===== src/rtl/wb_arb_pkg.sv =====
// Shared constants for the two-master Wishbone RAM arbiter: grant encodings and CTI codes.
package wb_arb_pkg;

  localparam logic [1:0] GNT_NONE = 2'b00;
  localparam logic [1:0] GNT_M0   = 2'b01;
  localparam logic [1:0] GNT_M1   = 2'b10;

  localparam logic [2:0] CTI_CLASSIC = 3'b000;
  localparam logic [2:0] CTI_INC     = 3'b010;
  localparam logic [2:0] CTI_EOB     = 3'b111;

endpackage


===== src/rtl/wb_arb_rr_pick.sv =====
// Combinational round-robin picker for two requesters; holds the current owner while it
// keeps its cycle open.
module wb_arb_rr_pick
  import wb_arb_pkg::*;
(
  input  logic [1:0] req_i,
  input  logic       last_i,
  input  logic       hold_i,
  input  logic [1:0] cur_gnt_i,
  output logic [1:0] next_gnt_o
);

  always_comb begin
    next_gnt_o = GNT_NONE;
    if (hold_i) begin
      next_gnt_o = cur_gnt_i;
    end else if (&req_i) begin
      // Tie: the master that was not granted most recently wins.
      next_gnt_o = last_i ? GNT_M0 : GNT_M1;
    end else if (req_i[0]) begin
      next_gnt_o = GNT_M0;
    end else if (req_i[1]) begin
      next_gnt_o = GNT_M1;
    end
  end

endmodule


===== src/rtl/wb_mem_arbiter.sv =====
// Two-master round-robin Wishbone B3 arbiter in front of the main RAM port.
// Optional stall watchdog enabled by defining WB_MEM_ARBITER_TIMEOUT_EN.
module wb_mem_arbiter
  import wb_arb_pkg::*;
#(
  parameter int unsigned AW             = 32,
  parameter int unsigned DW             = 32,
  parameter int unsigned TIMEOUT_CYCLES = 255
) (
  input  logic            wb_clk_i,
  input  logic            wb_rst_ni,

  input  logic [AW-1:0]   m0_adr_i,
  input  logic [DW-1:0]   m0_dat_i,
  input  logic [DW/8-1:0] m0_sel_i,
  input  logic            m0_we_i,
  input  logic            m0_cyc_i,
  input  logic            m0_stb_i,
  input  logic [2:0]      m0_cti_i,
  input  logic [1:0]      m0_bte_i,
  output logic [DW-1:0]   m0_dat_o,
  output logic            m0_ack_o,
  output logic            m0_err_o,
  output logic            m0_rty_o,

  input  logic [AW-1:0]   m1_adr_i,
  input  logic [DW-1:0]   m1_dat_i,
  input  logic [DW/8-1:0] m1_sel_i,
  input  logic            m1_we_i,
  input  logic            m1_cyc_i,
  input  logic            m1_stb_i,
  input  logic [2:0]      m1_cti_i,
  input  logic [1:0]      m1_bte_i,
  output logic [DW-1:0]   m1_dat_o,
  output logic            m1_ack_o,
  output logic            m1_err_o,
  output logic            m1_rty_o,

  output logic [AW-1:0]   s_adr_o,
  output logic [DW-1:0]   s_dat_o,
  output logic [DW/8-1:0] s_sel_o,
  output logic            s_we_o,
  output logic            s_cyc_o,
  output logic            s_stb_o,
  output logic [2:0]      s_cti_o,
  output logic [1:0]      s_bte_o,
  input  logic [DW-1:0]   s_dat_i,
  input  logic            s_ack_i,
  input  logic            s_err_i,
  input  logic            s_rty_i,

  output logic [1:0]      grant_o
);

  if (TIMEOUT_CYCLES < 2 || TIMEOUT_CYCLES > 256) begin : g_bad_timeout
    $error("TIMEOUT_CYCLES must be in 2..256");
  end

  logic [1:0] gnt_q, gnt_d;
  logic       last_q;
  logic [1:0] req;
  logic       hold;
  logic       stb_raw;
  logic       timeout;

  assign req  = {m1_cyc_i, m0_cyc_i};
  assign hold = |(gnt_q & req);

  wb_arb_rr_pick u_pick (
    .req_i      (req),
    .last_i     (last_q),
    .hold_i     (hold),
    .cur_gnt_i  (gnt_q),
    .next_gnt_o (gnt_d)
  );

  always_ff @(posedge wb_clk_i or negedge wb_rst_ni) begin
    if (!wb_rst_ni) begin
      gnt_q  <= GNT_NONE;
      last_q <= 1'b1;
    end else begin
      gnt_q <= gnt_d;
      if (gnt_d == GNT_M0) begin
        last_q <= 1'b0;
      end else if (gnt_d == GNT_M1) begin
        last_q <= 1'b1;
      end
    end
  end

  // Slave-side request is a pure mux of the registered grant, so the async reset of gnt_q
  // deasserts the slave port immediately.
  always_comb begin
    s_adr_o = '0;
    s_dat_o = '0;
    s_sel_o = '0;
    s_we_o  = 1'b0;
    s_cyc_o = 1'b0;
    stb_raw = 1'b0;
    s_cti_o = '0;
    s_bte_o = '0;
    unique case (gnt_q)
      GNT_M0: begin
        s_adr_o = m0_adr_i;
        s_dat_o = m0_dat_i;
        s_sel_o = m0_sel_i;
        s_we_o  = m0_we_i;
        s_cyc_o = m0_cyc_i;
        stb_raw = m0_stb_i;
        s_cti_o = m0_cti_i;
        s_bte_o = m0_bte_i;
      end
      GNT_M1: begin
        s_adr_o = m1_adr_i;
        s_dat_o = m1_dat_i;
        s_sel_o = m1_sel_i;
        s_we_o  = m1_we_i;
        s_cyc_o = m1_cyc_i;
        stb_raw = m1_stb_i;
        s_cti_o = m1_cti_i;
        s_bte_o = m1_bte_i;
      end
      default: ;
    endcase
  end

  assign s_stb_o = stb_raw & ~timeout;

`ifdef WB_MEM_ARBITER_TIMEOUT_EN
  localparam logic [7:0] CntLast = 8'(TIMEOUT_CYCLES - 1);

  logic [7:0] cnt_q;
  logic       resp;

  assign resp    = s_ack_i | s_err_i | s_rty_i;
  assign timeout = stb_raw && (cnt_q == CntLast);

  always_ff @(posedge wb_clk_i or negedge wb_rst_ni) begin
    if (!wb_rst_ni) begin
      cnt_q <= '0;
    end else if ((gnt_d != gnt_q) || resp || timeout) begin
      cnt_q <= '0;
    end else if (stb_raw) begin
      cnt_q <= cnt_q + 8'd1;
    end
  end
`else
  assign timeout = 1'b0;
`endif

  assign m0_dat_o = s_dat_i;
  assign m1_dat_o = s_dat_i;
  assign m0_ack_o = s_ack_i & gnt_q[0];
  assign m1_ack_o = s_ack_i & gnt_q[1];
  assign m0_err_o = (s_err_i | timeout) & gnt_q[0];
  assign m1_err_o = (s_err_i | timeout) & gnt_q[1];
  assign m0_rty_o = s_rty_i & gnt_q[0];
  assign m1_rty_o = s_rty_i & gnt_q[1];
  assign grant_o  = gnt_q;

endmodule


===== config.mk =====
export PLATFORM = sky130hd
export DESIGN_NAME = wb_mem_arbiter
export DESIGN_NICKNAME = d
export VERILOG_FILES = /design/src/rtl/wb_arb_pkg.sv /design/src/rtl/wb_arb_rr_pick.sv /design/src/rtl/wb_mem_arbiter.sv
export SDC_FILE = /design/constraint.sdc
export NUM_CORES = 1
export LEC_CHECK = 0
export CAP_MARGIN = 20
export CORE_AREA = 4 4 129 131
export DETAILED_ROUTE_END_ITERATION = 6
export DIE_AREA = 0 0 133 135
export GPL_TIMING_DRIVEN = 0
export SYNTH_ARGS = -nofsm -noshare
export SYNTH_HDL_FRONTEND = slang
export SYNTH_SLANG_ARGS = --single-unit
export TNS_END_PERCENT = 10

===== constraint.sdc =====
create_clock -name wb_clk_i -period 2.35 [get_ports wb_clk_i]
set_input_delay 0.235 -clock wb_clk_i [delete_from_list [all_inputs] [get_ports wb_clk_i]]
set_output_delay 0.235 -clock wb_clk_i [all_outputs]
set_load 0.005 [all_outputs]

# Word level (Yosys, flattened, before mapping)
# Cells that the tools add are included.
# op_classes
addsub	0
n_mul	0
div	0
n_lt_le_gt_ge	0
eq_ne	4
shifts	0
n_mux	15
bitwise	7
reduce_logical	3
# op_table
op	count
$pmux W32 S2	2
$mux W2	5
$pmux W4 S2	1
$and A1 B1 Y1	6
$pmux W1 S2	3
$pmux W3 S2	1
$eq A2 B1 Y1 const B	2
$eq A2 B2 Y1 const B	2
$pmux W2 S2	1
$and A2 B2 Y2	1
$mux W1	2
$reduce_and A2 Y1	1
$reduce_bool A2 Y1	1
$reduce_or A2 Y1	1
# word_totals
register_bits	3
latch_bits	0
ram_bits	0
mem_bits_ro	0
out_inout_bits	148
word_cells	31
n_memories	0

# Logic depth before layout (Yosys ltp)
# Gate-level depths: netlist of the first run.
# logic_depth
ltp_word	7
depth_mapped	6
mapped_depth_nobuf	5

# Hierarchy
# From an unflattened synthesis of the first run, not the netlist that was laid out.
# unflattened
cells_unflattened	265
hier_area_um2	1697.9
# by_module_without_submodules
mod	n_inst	cells_per_inst	area_per_inst_um2
wb_mem_arbiter	1	258	1650.3
wb_arb_rr_pick	1	7	47.5

# Least setup slack after synthesis of the first run
# OpenSTA, ideal clock, no wires.
# synth_timing
path_type	register to output
startpoint	register gnt_q[0], in the netlist grant_o[0]
endpoint	output port s_adr_o[14]
arrival_time_ns	1.264
required_time_ns	2.115
setup_slack_ns	0.851
stages_incl_launch_ff	6
n_path_buf	2
cell_sequence	dfrtp_1 > inv_1 > ha_1 > buf_2 > buf_2 > nor2_1
# synth_between
elab_chain_cells	2
word_cells_on_any_way	3
classes_between	eq/ne (2); mux (1)
# synth_rtl
element	line_no	source
start, declared	wb_mem_arbiter.sv:59	logic [1:0] gnt_q, gnt_d;
start signal, assigned	wb_mem_arbiter.sv:82	gnt_q <= gnt_d;
$eq A2 B2 Y1 or $eq A2 B1 Y1 (tied branches)	wb_mem_arbiter.sv:102	unique case (gnt_q)
$pmux W32 S2 *	wb_mem_arbiter.sv:102	
end, declared	wb_mem_arbiter.sv:39	output logic [AW-1:0] s_adr_o,
# Every way passes the cells marked *; elsewhere a longest branch is shown, timed or not.

# Worst setup path in the final report of the first run
# layout_timing
startpoint	register gnt_q[0], in the netlist grant_o[0]
endpoint	output port s_adr_o[16]
# Same word-level chain as after synthesis.

==> metrics, run 1 <==
Yosys cell types 17; Post-synth ARST share 1.000; crit share post-route 0.9771; largest net degree at the start of global routing 11; Rel. slew slack 0.6898; VDD IR-drop max 0.5477 mV; max cap viols 0; placed inst area 4997 sq um; die height 135 um; Power Dens Cells 466.5 nW/um^2; Die Area 17,960 sq um; synthesis-to-layout area growth 207.9%; #FFs+latches synth 3; Die Wd 133 um; commonest cells in the netlist a22oi_1 (77), nor2_1 (76), buf_4 (71); Port-buffer cells 304; Worst Path Arrival 2.06 ns; Fillers 1,664; Sequential Power Share 0.038; Row Count 46; Synth area leader a22oi_1; vias per cell 3.795; total power 2.419 mW; crit end category output pin; final worst clock skew 0.0009891 ns; syn_nets 455; Hold Crit Class in -> async; part of the power in the clock network 0.110; first-pass GRT wire length 16,590 um; RSZ-0062 raised after global routing yes; outcome complete, no violations; post-route design area 5186 sq um; final hold vios 0; Highest Clock Rate 435.5 MHz; Clock Latency Late Sink 0.22 ns; diodes inserted 0; number of global-route vias before repair 3,070; CTS Root Cell clkbuf_16; initial antenna violation count 0; Core Area 15,600 sq um; Top FF cell, synth dfrtp_1; Reg2Reg Setup Slack 0.89 ns; post-layout net count 769; total track usage 0.1136; synth warn 0; Lkg Pwr 2.027 nW; initial drt markers 61; EDFF count, synth 0; sw power 902.9 uW; Final Util 0.3325; leading post-synthesis cells by cell area a22oi_1 (34%), buf_4 (32%), nor2_1 (17%); DP Cell Count 783; routed length per instance 14.71 um; most common cell in the netlist a22oi_1; final RePlAce weighted congestion 0.7384; total grt overflow 0; layout cell share with drive strength beyond 1 0.1753; Period minus WS final 2.296 ns; count of pins over their slew limit 0; Final setup viols 0; worst slew pin tran 0.4654 ns; TritonRoute pass-1 iters 4; Vias 3,006; Max FO, Critical Path 10; R2R depth 5; post-route DRC violation count 0; Logic pwr share 0.852; CTS Sinks 3; # IOs 337; setup TNS 0 ns; switching share of power 0.3732; Max clock buf depth 2; Worst EP required 2.12 ns; Post-Synthesis Cell Area 1684 sq um; Setup WS pre-CTS -0.07857 ns; CTS Hold Bufs 0; mean post-synth cell area 6.403 sq um; Post-DP HPWL 10,060 um; H-tree lvl count 1; hold_ws 0.1983 ns; Pint 1.516 mW; Worst-path clk slew 0.03 ns; Initial Util 0.1080; total CTS buffers 3; CTS tree built; crit path launch type register; count of non-filler cells in the finished layout 792; Worst Slack Setup Final 0.05370 ns; Detailed Route WL 11,650 um; Post-DRT Antenna Nets 0; Setup CP Type reg -> out; register area share after synthesis 0.04532; share of the synthesized area in the top cell type 0.3432; synthesized instance count 263
==> sequential cells by signal (all words and copies together) (netlist names) <==
name     count
grant_o      2
last_q       1
==> routing by layer <==
layer | vias to the layer above | GRT usage | part of all wire
met3 | 2 | 0.04173 | 0.11
met1 | 1329 | 0.1259 | 0.37
met5 | - | 0 | 0
li1 | 1493 | - | -
met4 | 0 | 0.008083 | 0.0045
met2 | 182 | 0.2156 | 0.52
==> worst max-delay path, cell delays in order, from the launching register on <==
cell             delay, ns
dfrtp_2               0.41
inv_1                 0.11
ha_4                  0.22
buf_4                 0.18
clkbuf_4              0.20
nor2_1                0.16
clkdlybuf4s50_1       0.54
==> power by group through the flow <==
stage / sequential, mW / combinational, mW / clock [mW]
6_report: 0.0915 / 2.06 / 0.267
2_1_floorplan: 0.0916 / 0.792 / 0
5_1_grt: 0.0947 / 2.24 / 0.279
3_3_place_gp: 0.0992 / 1.98 / 0
4_1_cts: 0.0919 / 2.08 / 0.274
3_5_place_dp: 0.0999 / 1.98 / 0
==> worst paths after layout <==
path                                     to  startpoint
worst max-delay path            s_adr_o[16]  grant_o[0]
worst min-delay path             grant_o[1]   wb_rst_ni
worst max register to register       last_q  grant_o[1]
worst min register to register       last_q      last_q
max in group asynchronous            last_q   wb_rst_ni
min in group wb_clk_i                last_q      last_q
==> timing repair <==
action                     CTS  global route
setup endpoints to repair   68             9
setup buffers                5             0
resized for setup           12            10
gates cloned                 0             0
==> cell usage in the layout, fill, tap and decap left out, types with 2 or more instances in the layout <==
cell             instances
clkdlybuf4s50_1        304
a22oi_1                 77
buf_4                   73
nor2_1                  73
buf_6                    8
buf_2                    7
and2_1                   6
clkbuf_1                 4
nor2_2                   3
clkbuf_16                3
inv_1                    2
clkbuf_4                 2
o21ai_0                  2
dfrtp_2                  2
==> logic make-up (layout without fill, tap and decap cells) <==
| family | after synthesis | after routing | share of synthesized area |
|---|---|---|---|
| flip-flops | 3 | 3 | 0.04532 |
| AND/OR/NAND/NOR | 84 | 84 | 0.1976 |
| buffers and inverters | 90 | 403 | 0.3692 |
| AO/OA/AOI/OAI | 83 | 83 | 0.3655 |
| adder cells (fa/ha/maj) | 3 | 3 | 0.02229 |
==> cell type report <==
| type | count | area (sq um) | share of cell area |
|---|---|---|---|
| Timing Repair Buffer | 309 | 3080 | 0.5940 |
| Multi-Input combinational cell | 170 | 1008 | 0.1945 |
| Buffer | 88 | 661.9 | 0.1276 |
| Tap cell | 216 | 270.3 | 0.05211 |
| Sequential cell | 3 | 78.83 | 0.01520 |
| Clock buffer | 4 | 78.83 | 0.01520 |
| Inverter | 2 | 7.507 | 0.001448 |
(Power assumes the default switching activity.)
==> run 2, diff against run 1 <==
--- a/config.mk
+++ b/config.mk
@@ -10,6 +10,7 @@
 export DETAILED_ROUTE_END_ITERATION = 6
 export DIE_AREA = 0 0 133 135
 export GPL_TIMING_DRIVEN = 0
+export MAX_ROUTING_LAYER = met4
 export SYNTH_ARGS = -nofsm -noshare
 export SYNTH_HDL_FRONTEND = slang
 export SYNTH_SLANG_ARGS = --single-unit
==> run 2 against run 1 <==
Via count is 0.47% higher. Die area stayed put. Routed wire length is 0.25% lower. Flip-flop and latch count stayed put. Clock power hardly changed. Worst setup slack better by 0.0084 ns. Sequential power hardly changed. Count of clock-buffer cells in the layout stayed put. Combinational power hardly changed. Critical path depth stayed put. Cell count stayed put. Register-to-register slack hardly changed. Critical path type unchanged.
==> metrics, run 2 (synthesis results as in run 1) <==
outcome complete, no violations; Row Count 46 (unchanged); routed length per instance 14.67 um (-0.25%); initial antenna violation count 0 (unchanged); total CTS buffers 3 (unchanged); crit end category output pin; DP Cell Count 783 (unchanged); Period minus WS final 2.288 ns (-0.008432 ns); synthesis-to-layout area growth 207.9% (unchanged); Max clock buf depth 2 (unchanged); Worst-path clk slew 0.03 ns (about the same); Lkg Pwr 2.027 nW (unchanged); VDD IR-drop max 0.5475 mV (about the same); Reg2Reg Setup Slack 0.89 ns (about the same); total power 2.415 mW (-0.17%); # IOs 337 (unchanged); CTS Sinks 3 (unchanged); RR Endpoint last_q; CTS tree built; Final setup viols 0 (unchanged); layout cell share with drive strength beyond 1 0.1753 (unchanged); count of pins over their slew limit 0 (unchanged); crit share post-route 0.9736 (-0.003588); Worst Path Arrival 2.05 ns (about the same); Worst EP required 2.12 ns (about the same); multi-input logic area 1008 sq um (unchanged); worst reg2reg path startpoint grant_o[1]; number of global-route vias before repair 3,073 (+0.098%); Die Wd 133 um (unchanged); Worst Setup EP s_adr_o[16]; vias per cell 3.813 (+0.47%); Power Dens Cells 465.7 nW/um^2 (-0.17%); Highest Clock Rate 437.1 MHz (+0.37%); Rel. slew slack 0.6902 (about the same); Fillers 1,664 (unchanged); RSZ-0062 raised after global routing yes; Detailed Route WL 11,620 um (-0.25%); final RePlAce weighted congestion 0.7512 (+1.7%); largest net degree at the start of global routing 11 (unchanged); diodes inserted 0 (unchanged); Vias 3,020 (+0.47%); setup TNS 0 ns (unchanged); Initial Util 0.1080 (unchanged); TritonRoute pass-1 iters 4 (unchanged); Critical Path Source grant_o[0]; initial drt markers 75 (+23%); first-pass GRT wire length 16,570 um (-0.13%); placed inst area 4997 sq um (unchanged); final hold vios 0 (unchanged); Clock Latency Late Sink 0.22 ns (about the same); worst slew pin tran 0.4647 ns (-0.0006304 ns); count of non-filler cells in the finished layout 792 (unchanged); Core Area 15,600 sq um (unchanged); crit path launch type register; max reg flops 2 (unchanged); post-route design area 5186 sq um (unchanged); register area 78.83 sq um (unchanged); Post-DP HPWL 10,060 um (unchanged); Max FO, Critical Path 10 (unchanged); total track usage 0.1168 (+0.003217); max cap viols 0 (unchanged); final worst clock skew 0.0009889 ns (-0.0000002770 ns); R2R depth 5 (unchanged); Die Area 17,960 sq um (unchanged); CTS Root Cell clkbuf_16; total grt overflow 0 (unchanged); post-layout net count 769 (unchanged); post-route DRC violation count 0 (unchanged); Hold Crit Class in -> async; H-tree lvl count 1 (unchanged); Post-DRT Antenna Nets 0 (unchanged); Setup CP Type reg -> out; die height 135 um (unchanged); commonest cells after routing, fill and taps aside clkdlybuf4s50_1 (304), a22oi_1 (77), buf_4 (73), nor2_1 (73), buf_6 (8); Port-buffer cells 304 (unchanged); commonest non-fill, non-tap cell in the layout clkdlybuf4s50_1
==> run 2: cell counts in the layout (fill, tap and decap cells not counted) <==
Identical to the previous run, type by type.
==> run 2: worst min path at each step <==
stage,end,slack [ns],depth (start not counted)
3_5_place_dp,grant_o[1],0.43,1
6_report,grant_o[1],0.20,1
4_1_cts,grant_o[0],0.20,1
5_1_grt,grant_o[0],0.22,1
2_1_floorplan,grant_o[0],-0.06,0
3_3_place_gp,grant_o[0],0.43,1
==> run 2: per-stage QoR <==
step                utilization  setup slack [ns]  hold slack [ns]
floorplan                     -            0.8506         -0.06059
global placement         0.3204          -0.03886           0.4309
detailed placement       0.3204          -0.07857           0.4324
CTS                      0.3304           0.02459           0.1992
global route             0.3325          -0.01555           0.2174
finish                   0.3325           0.06213           0.1984
==> run 2: per-layer routing <==
layer / wire [um] / vias up / GRT usage / share of wire
li1: - / 1493 / - / -
met1: 4446 / 1341 / 0.1327 / 0.38
met2: 6039 / 184 / 0.2161 / 0.52
met3: 1084 / 2 / 0.02943 / 0.093
met4: 52 / 0 / 0.008083 / 0.0045
met5: 0 / - / - / 0
==> run 2: area by class of cell <==
class,instances,share of cell area
buffer,88,0.1276
clock buffer,4,0.01520
inverter,2,0.001448
multi-input combinational,170,0.1945
sequential,3,0.01520
tap,216,0.05211
timing repair buffer,309,0.5940
==> run 2: worst max-delay path: stages (launching register included) <==
cell and delay [ns]:
dfrtp_2 0.41, inv_1 0.11, ha_4 0.22, buf_4 0.18, clkbuf_4 0.20, nor2_1 0.15, clkdlybuf4s50_1 0.54
==> run 2: power by group <==
group	total [mW]	switching [mW]	internal, mW
clock	0.267	0.0435	0.224
sequential	0.0914	0.0152	0.0761
combinational	2.06	0.840	1.22
total	2.42	0.899	1.52
==> run 2: repair_timing <==
action | CTS | global route
setup endpoints to repair | 68 | 9
resized for setup | 12 | 10
gates cloned | 0 | 0
setup buffers | 5 | 0
hold buffers | 0 | 0
